===== src/rtl/ucaspian_pkg.sv =====
// rtl/ucaspian_pkg.sv - shared state type, count-width helper and default parameters for the uCaspian run controller
package ucaspian_pkg;

  typedef enum logic [1:0] {
    RUN   = 2'd0,
    STEP  = 2'd1,
    CLEAR = 2'd2
  } run_state_t;

  localparam int DEF_NUM_UNITS     = 5;
  localparam int DEF_TIME_W        = 32;
  localparam int DEF_TGT_W         = 8;
  localparam int DEF_ADDR_W        = 8;
  localparam int DEF_OUT_DEPTH     = 4;
  localparam int DEF_SETTLE_CYCLES = 2;

  // Bits needed to hold any count in 0..max_val inclusive.
  function automatic int cnt_w(input int max_val);
    return (max_val < 2) ? 1 : $clog2(max_val + 1);
  endfunction

  function automatic logic [31:0] sat_inc32(input logic [31:0] v);
    return (v == 32'hFFFF_FFFF) ? v : v + 32'd1;
  endfunction

endpackage


===== src/rtl/ucaspian_fire_fifo.sv =====
// rtl/ucaspian_fire_fifo.sv - first-word fall-through fire FIFO (pointer + count), synchronous flush
module ucaspian_fire_fifo
  import ucaspian_pkg::*;
#(
  parameter int DEPTH = DEF_OUT_DEPTH,
  parameter int WIDTH = DEF_ADDR_W
) (
  input  logic             clk,
  input  logic             flush,
  input  logic [WIDTH-1:0] push_data,
  input  logic             push_vld,
  output logic             push_rdy,
  output logic [WIDTH-1:0] pop_data,
  output logic             pop_vld,
  input  logic             pop_rdy
);

  localparam int PW = (DEPTH > 1) ? $clog2(DEPTH) : 1;
  localparam int CW = cnt_w(DEPTH);
  localparam logic [CW-1:0] FULL_CNT = CW'(DEPTH);

  logic [WIDTH-1:0] mem [DEPTH];
  logic [PW-1:0]    wr_ptr;
  logic [PW-1:0]    rd_ptr;
  logic [CW-1:0]    count;
  logic             push;
  logic             pop;

  assign push_rdy = (count != FULL_CNT);
  assign pop_vld  = (count != '0);
  assign pop_data = mem[rd_ptr];
  assign push     = push_vld && push_rdy;
  assign pop      = pop_vld && pop_rdy;

  always_ff @(posedge clk) begin
    if (flush) begin
      wr_ptr <= '0;
      rd_ptr <= '0;
      count  <= '0;
    end else begin
      if (push) wr_ptr <= wr_ptr + PW'(1);
      if (pop)  rd_ptr <= rd_ptr + PW'(1);
      case ({push, pop})
        2'b10:   count <= count + CW'(1);
        2'b01:   count <= count - CW'(1);
        default: count <= count;
      endcase
    end
  end

  always_ff @(posedge clk) begin
    if (push) mem[wr_ptr] <= push_data;
  end

endmodule


===== src/rtl/ucaspian_run_ctrl.sv =====
// rtl/ucaspian_run_ctrl.sv - uCaspian run/time-step controller; UCASPIAN_RUN_CTRL_METRICS_EN adds step/fire metrics
module ucaspian_run_ctrl
  import ucaspian_pkg::*;
#(
  parameter int NUM_UNITS     = DEF_NUM_UNITS,
  parameter int TIME_W        = DEF_TIME_W,
  parameter int TGT_W         = DEF_TGT_W,
  parameter int ADDR_W        = DEF_ADDR_W,
  parameter int OUT_DEPTH     = DEF_OUT_DEPTH,
  parameter int SETTLE_CYCLES = DEF_SETTLE_CYCLES
) (
  input  logic                 clk,
  input  logic                 reset,
  input  logic                 clear,
  input  logic [NUM_UNITS-1:0] unit_clear_done,
  output logic                 clear_done,
  input  logic                 ack_sent,
  input  logic [TGT_W-1:0]     target_value,
  input  logic                 target_vld,
  output logic                 target_rdy,
  input  logic [NUM_UNITS-1:0] unit_step_done,
  output logic                 next_step,
  output logic [TIME_W-1:0]    time_current,
  output logic                 time_remaining,
  output logic                 time_update,
  input  logic                 time_sent,
  output logic                 active,
  input  logic [ADDR_W-1:0]    fire_in_addr,
  input  logic                 fire_in_vld,
  output logic                 fire_in_rdy,
  output logic [ADDR_W-1:0]    fire_out_addr,
  output logic                 fire_out_vld,
  input  logic                 fire_out_rdy
`ifdef UCASPIAN_RUN_CTRL_METRICS_EN
  ,
  output logic [31:0]          metric_step_cycles,
  output logic [31:0]          metric_fire_count
`endif
);

  localparam int SET_W = cnt_w(SETTLE_CYCLES);
  localparam logic [SET_W-1:0]  SETTLE_MAX = SET_W'(SETTLE_CYCLES);
  localparam logic [TIME_W-1:0] TIME_MAX   = '1;

  run_state_t        state;
  run_state_t        state_nxt;
  logic              go_step;
  logic [SET_W-1:0]  settle_cnt;
  logic [TIME_W-1:0] target_time;
  logic [TIME_W:0]   target_sum;
  logic              flush;
  logic              all_done;
  logic              fifo_push_rdy;
  logic              fifo_empty;

  assign flush          = reset || clear;
  assign all_done       = &unit_step_done;
  assign target_rdy     = !reset && !clear;
  assign time_remaining = (target_time > time_current);
  assign active         = !reset && !clear && time_remaining;
  assign next_step      = (state == STEP);
  assign fifo_empty     = !fire_out_vld;
  assign fire_in_rdy    = fifo_push_rdy && !reset;
  assign target_sum     = {1'b0, target_time} + (TIME_W+1)'(target_value);

  always_ff @(posedge clk) begin
    if (reset) state <= CLEAR;
    else       state <= state_nxt;
  end

  always_comb begin
    state_nxt = state;
    go_step   = 1'b0;
    case (state)
      RUN: begin
        if (all_done && (settle_cnt == SETTLE_MAX) && fifo_empty && time_remaining) begin
          state_nxt = STEP;
          go_step   = 1'b1;
        end
      end
      STEP:    state_nxt = RUN;
      CLEAR:   state_nxt = RUN;
      default: state_nxt = CLEAR;
    endcase
    if (clear) begin
      state_nxt = CLEAR;
      go_step   = 1'b0;
    end
  end

  // Settle window only counts uninterrupted all-done cycles spent in RUN.
  always_ff @(posedge clk) begin
    if (flush || (state != RUN) || !all_done) settle_cnt <= '0;
    else if (settle_cnt != SETTLE_MAX)        settle_cnt <= settle_cnt + SET_W'(1);
  end

  always_ff @(posedge clk) begin
    if (flush) begin
      time_current <= '0;
      target_time  <= '0;
    end else begin
      if (go_step) time_current <= time_current + TIME_W'(1);
      if (target_vld && target_rdy)
        target_time <= target_sum[TIME_W] ? TIME_MAX : target_sum[TIME_W-1:0];
    end
  end

  always_ff @(posedge clk) begin
    if (reset)          time_update <= 1'b0;
    else if (go_step)   time_update <= 1'b1;
    else if (time_sent) time_update <= 1'b0;
  end

  always_ff @(posedge clk) begin
    if (reset || ack_sent)                clear_done <= 1'b0;
    else if (clear && (&unit_clear_done)) clear_done <= 1'b1;
  end

  ucaspian_fire_fifo #(
    .DEPTH (OUT_DEPTH),
    .WIDTH (ADDR_W)
  ) u_fire_fifo (
    .clk       (clk),
    .flush     (flush),
    .push_data (fire_in_addr),
    .push_vld  (fire_in_vld && !reset),
    .push_rdy  (fifo_push_rdy),
    .pop_data  (fire_out_addr),
    .pop_vld   (fire_out_vld),
    .pop_rdy   (fire_out_rdy)
  );

`ifdef UCASPIAN_RUN_CTRL_METRICS_EN
  logic [31:0] run_cycles;
  logic        fire_push;

  assign fire_push = fire_in_vld && fire_in_rdy;

  // A step's length counts the RUN cycles leading up to it, including the launching cycle.
  always_ff @(posedge clk) begin
    if (flush) begin
      run_cycles         <= '0;
      metric_step_cycles <= '0;
      metric_fire_count  <= '0;
    end else begin
      if (state == RUN) begin
        if (go_step) begin
          metric_step_cycles <= sat_inc32(run_cycles);
          run_cycles         <= '0;
        end else begin
          run_cycles <= sat_inc32(run_cycles);
        end
      end else begin
        run_cycles <= '0;
      end
      if (fire_push) metric_fire_count <= sat_inc32(metric_fire_count);
    end
  end
`endif

endmodule

===== config.mk =====
export PLATFORM = sky130hd
export DESIGN_NAME = ucaspian_run_ctrl
export DESIGN_NICKNAME = d
export VERILOG_FILES = /design/src/rtl/ucaspian_pkg.sv /design/src/rtl/ucaspian_fire_fifo.sv /design/src/rtl/ucaspian_run_ctrl.sv
export SDC_FILE = /design/constraint.sdc
export NUM_CORES = 1
export LEC_CHECK = 0
export BUFFER_PORTS_ARGS = -buffer_cell sky130_fd_sc_hd__buf_2
export CORE_MARGIN = 2
export CORE_UTILIZATION = 58
export DETAILED_ROUTE_END_ITERATION = 12
export PLACE_DENSITY = 0.81
export RECOVER_POWER = 50
export SKIP_CTS_REPAIR_TIMING = 1
export SLEW_MARGIN = 20
export SYNTH_ARGS = -nofsm -noshare
export SYNTH_HDL_FRONTEND = slang
export SYNTH_SLANG_ARGS = --single-unit

===== constraint.sdc =====
create_clock -name clk -period 3.3 [get_ports clk]
set_input_delay 0 -clock clk [delete_from_list [all_inputs] [get_ports clk]]
set_output_delay 0 -clock clk [all_outputs]
set_load 0.02 [all_outputs]

==> run_results.csv <==
group,metric,value,unit
run_status,outcome,"finished, final reports clean",
worst_setup_path,cpMaxStageDelayCell,"or4_4",
worst_hold_path,hold_depth,3,
yosys,syn_avg_cell_area,9.431,µm²
global_routing,antenna_found_initial,0,
worst_setup_path,worstPathRequired,3590,ps
yosys,synthArstFlopShare,0,
power_and_ir_drop,vdd_drop_max,0.0002323,V
worst_setup_path,max_stage_delay,580,ps
sta,slew_viol_final,0,
sta,finalCriticalPeriod,3224,ps
detailed_routing,wire_per_inst,15.84,µm
yosys,synthCells,621,
detailed_routing,vias,4943,
sta,rsz0062_at_grt,"true",
detailed_routing,dr.pass1.iters,5,
sta,finalSetupViolations,0,
yosys,synthFlopType,"dfxtp_1",
final_layout,register_area,0.002542,mm²
global_routing,grtUsageTotal,0.2450,
global_routing,grt_pass1_wl,21790,µm
floorplan,floorplan.rows,36,
placed_design,hpwl,10070,µm
clock_tree,clkTransAtPathRegs,110,ps
yosys,synth_edf_count,32,
placed_design,portBuffers,81,
floorplan,start_util,0.5992,
worst_setup_path,path_class,"flip-flop to flip-flop",
detailed_routing,drtIter0Drc,262,
worst_setup_path,endpoint,"time_current[28]",
power_and_ir_drop,seqPwrFrac,0.586,
yosys,synth_top_area_frac,0.2700,
detailed_routing,vias_per_cell,5.808,
clock_tree,cts_buffer_depth,2,
yosys,synth_nets,704,
clock_tree,clk_latency,380,ps
job,cap_viol_max_count,0,
final_layout,final_util,0.6856,
sta,period_share,0.9771,
worst_setup_path,rrSetupSlack,80,ps
clock_tree,cts_tree,"yes",
worst_setup_path,crit_fanout,22,
worst_setup_path,end_kind,"flip-flop",
sta,worst_pin_slew,813.7,ps
floorplan,die_h,104.5,µm
final_layout,drive_above_1_share,0.1323,
power_and_ir_drop,combinationalPowerShare,0.081,
yosys,synth.most_common_cell,"dfxtp_1",
clock_tree,cts_buffers,9,
power_and_ir_drop,p_switching,0.6345,mW
floorplan,chipWidth,104.5,µm
floorplan,die-area,0.01092,mm²
sta,fin_skew,15.63,ps
detailed_routing,totalWireLength,13480,µm
yosys,yosysWarnings,0,
sta,slew_headroom,0.4504,
global_routing,grt_max_degree,66,
worst_setup_path,crit_arrival,3520,ps
worst_hold_path,hp-class,"input pin to flip-flop",
placed_design,gp_congestion,0.9156,
final_layout,nets,796,
worst_setup_path,crit_path_start_kind,"flip-flop",
floorplan,core,0.009774,mm²
worst_setup_path,ff2ff_path_depth,10,
yosys,yosysTopAreaCell,"dfxtp_1",
clock_tree,cts-root-buf,"clkbuf_8",
power_and_ir_drop,switching_share,0.2612,
worst_setup_path,cp_cell_sequence,"inv_1 -> ha_1 -> nand4_1 -> nor3_2 -> a221oi_1 -> o21ai_1 -> a32oi_2 -> or4_4 -> or4_1 -> a21oi_1",
detailed_routing,drtAntennaViolNets,0,
clock_tree,cts_sinks,111,
sta,max_freq,310.1,MHz
final_layout,multiInputGateArea,0.003047,mm²
final_layout,n_antenna_cell,0,
power_and_ir_drop,finalPower,2.430,mW
power_and_ir_drop,cellPowerDensity,362.5,mW/mm²
sta,hold_viol_final,0,
yosys,yosys-top-cells-area,"dfxtp_1 (27%), edfxtp_1 (16%), ha_1 (10%)",
yosys,synth_common_cells,"dfxtp_1 (79), a21oi_1 (54), o21ai_0 (54)",
global_routing,grt_overflow_total,0,
floorplan,io_pins,82,
worst_setup_path,crit_start,"time_current[30]",
final_layout,syn2layout_area_growth,14.42,%
global_routing,grt_pass1_vias,4748,
yosys,seq_area_frac_synth,0.4341,
detailed_routing,drc,0,
yosys,syn-cell-area,0.005857,mm²
power_and_ir_drop,internal_power,1.795,mW
yosys,ys_ff_latch,111,
power_and_ir_drop,pwr-share-clk,0.333,
worst_setup_path,timing.rr.end,"time_current[28]",
final_layout,fill_cells,764,
power_and_ir_drop,p_leak,2.457,nW
yosys,synth_cell_type_count,53,
clock_tree,cts-htree-levels,3,
worst_setup_path,rr_startpoint,"time_current[30]",
## critical path: cells and delay by family, from the launching register on
kind                       cells  cell delay (ps)
adders and majority gates      1              320
buffers and inverters          1               70
DFF                            1              410
and+or+nand+nor                4             1590
AOI/OAI and AO/OA              4              770
## cells by family (layout without fill, tap and decap cells)
group           count (synthesis)  in the layout  share of synthesized area
compound gates                133            133                     0.1280
flops                         111            111                     0.4341
simple gates                  205            205                     0.1876
buf+inv                        72            169                    0.04764
mux                            10             10                    0.03418
xor+xnor                       41             41                    0.06131
fa+ha+maj                      49             49                     0.1072
## power groups by stage
stage	clock, mW	combinational [mW]	sequential, mW
2_1_floorplan	0	0.124	1.45
3_3_place_gp	0	0.178	1.45
3_5_place_dp	0	0.186	1.45
4_1_cts	0.824	0.187	1.42
5_1_grt	0.875	0.220	1.43
6_report	0.809	0.197	1.42
## registers in the layout, summed over array words and instances, names as in the netlist, named ones only
register            cells
target_time            32
u_fire_fifo.rd_ptr      2
time_update             1
time_current           32
state                   2
u_fire_fifo.count       3
u_fire_fifo.mem        32
clear_done              1
settle_cnt              2
u_fire_fifo.wr_ptr      2
## final cells by class
cell class,count,area share
clock buffers,9,0.01848
clock inverters,7,0.01251
inverters,52,0.02913
multi-input cells,438,0.4546
flip-flops and latches,111,0.3794
well taps,133,0.02483
repair buffers,101,0.08103
## placed cells by master (no fill, tap or decap), drive strengths merged, types with 3 or more instances in the layout
cell type    netlist  routed
dfxtp             79      79
buf                4      60
o21ai             56      56
a21oi             54      54
inv               52      52
ha                47      47
clkbuf            16      39
nor2              36      36
nand2             34      34
edfxtp            32      32
nand3             26      26
or3               25      25
xnor2             24      24
nor3              20      20
nand4             18      18
xor2              17      17
and3              14      14
dlygate4sd3        0      11
mux4               8       8
clkinv             0       7
and2               6       6
nor2b              4       4
and4               4       4
or4                4       4
nor4               4       4
a221oi             3       3
a21o               3       3
nor4b              3       3
a31oi              3       3
## per-layer routing
metal	GRT usage	share of wire	vias up
li1	-	-	2412
met3	0.04198	0.048	40
met4	0.1062	0.032	0
met1	0.2978	0.42	2332
met2	0.4262	0.50	159
met5	0	0	-
## stage by stage
| step | TNS (ps) | hold slack, ps | area (µm²) | instances | setup WS [ps] |
|---|---|---|---|---|---|
| 3_5_place_dp | 0 | 184.7 | 6412 | 824 | 199.8 |
| 2_1_floorplan | 0 | 76.79 | 5857 | 621 | 426.5 |
| 5_1_grt | -36.13 | 14.37 | 6701 | 851 | -36.13 |
| 4_1_cts | 0 | -211.6 | 6620 | 840 | 94.55 |
| 6_report | 0 | 1.404 | 6701 | 851 | 75.63 |
| 3_3_place_gp | 0 | 164.3 | 6412 | 824 | 309.4 |
## how the worst min path moves through the flow
stage                   from     endpoint  slack, ps
finish                 reset  time_update          1
global placement    ack_sent   clear_done        160
detailed placement  ack_sent   clear_done        180
CTS                 ack_sent   clear_done       -210
global route           reset  time_update         10
floorplan           ack_sent   clear_done         80
(Power assumes the default switching activity.)
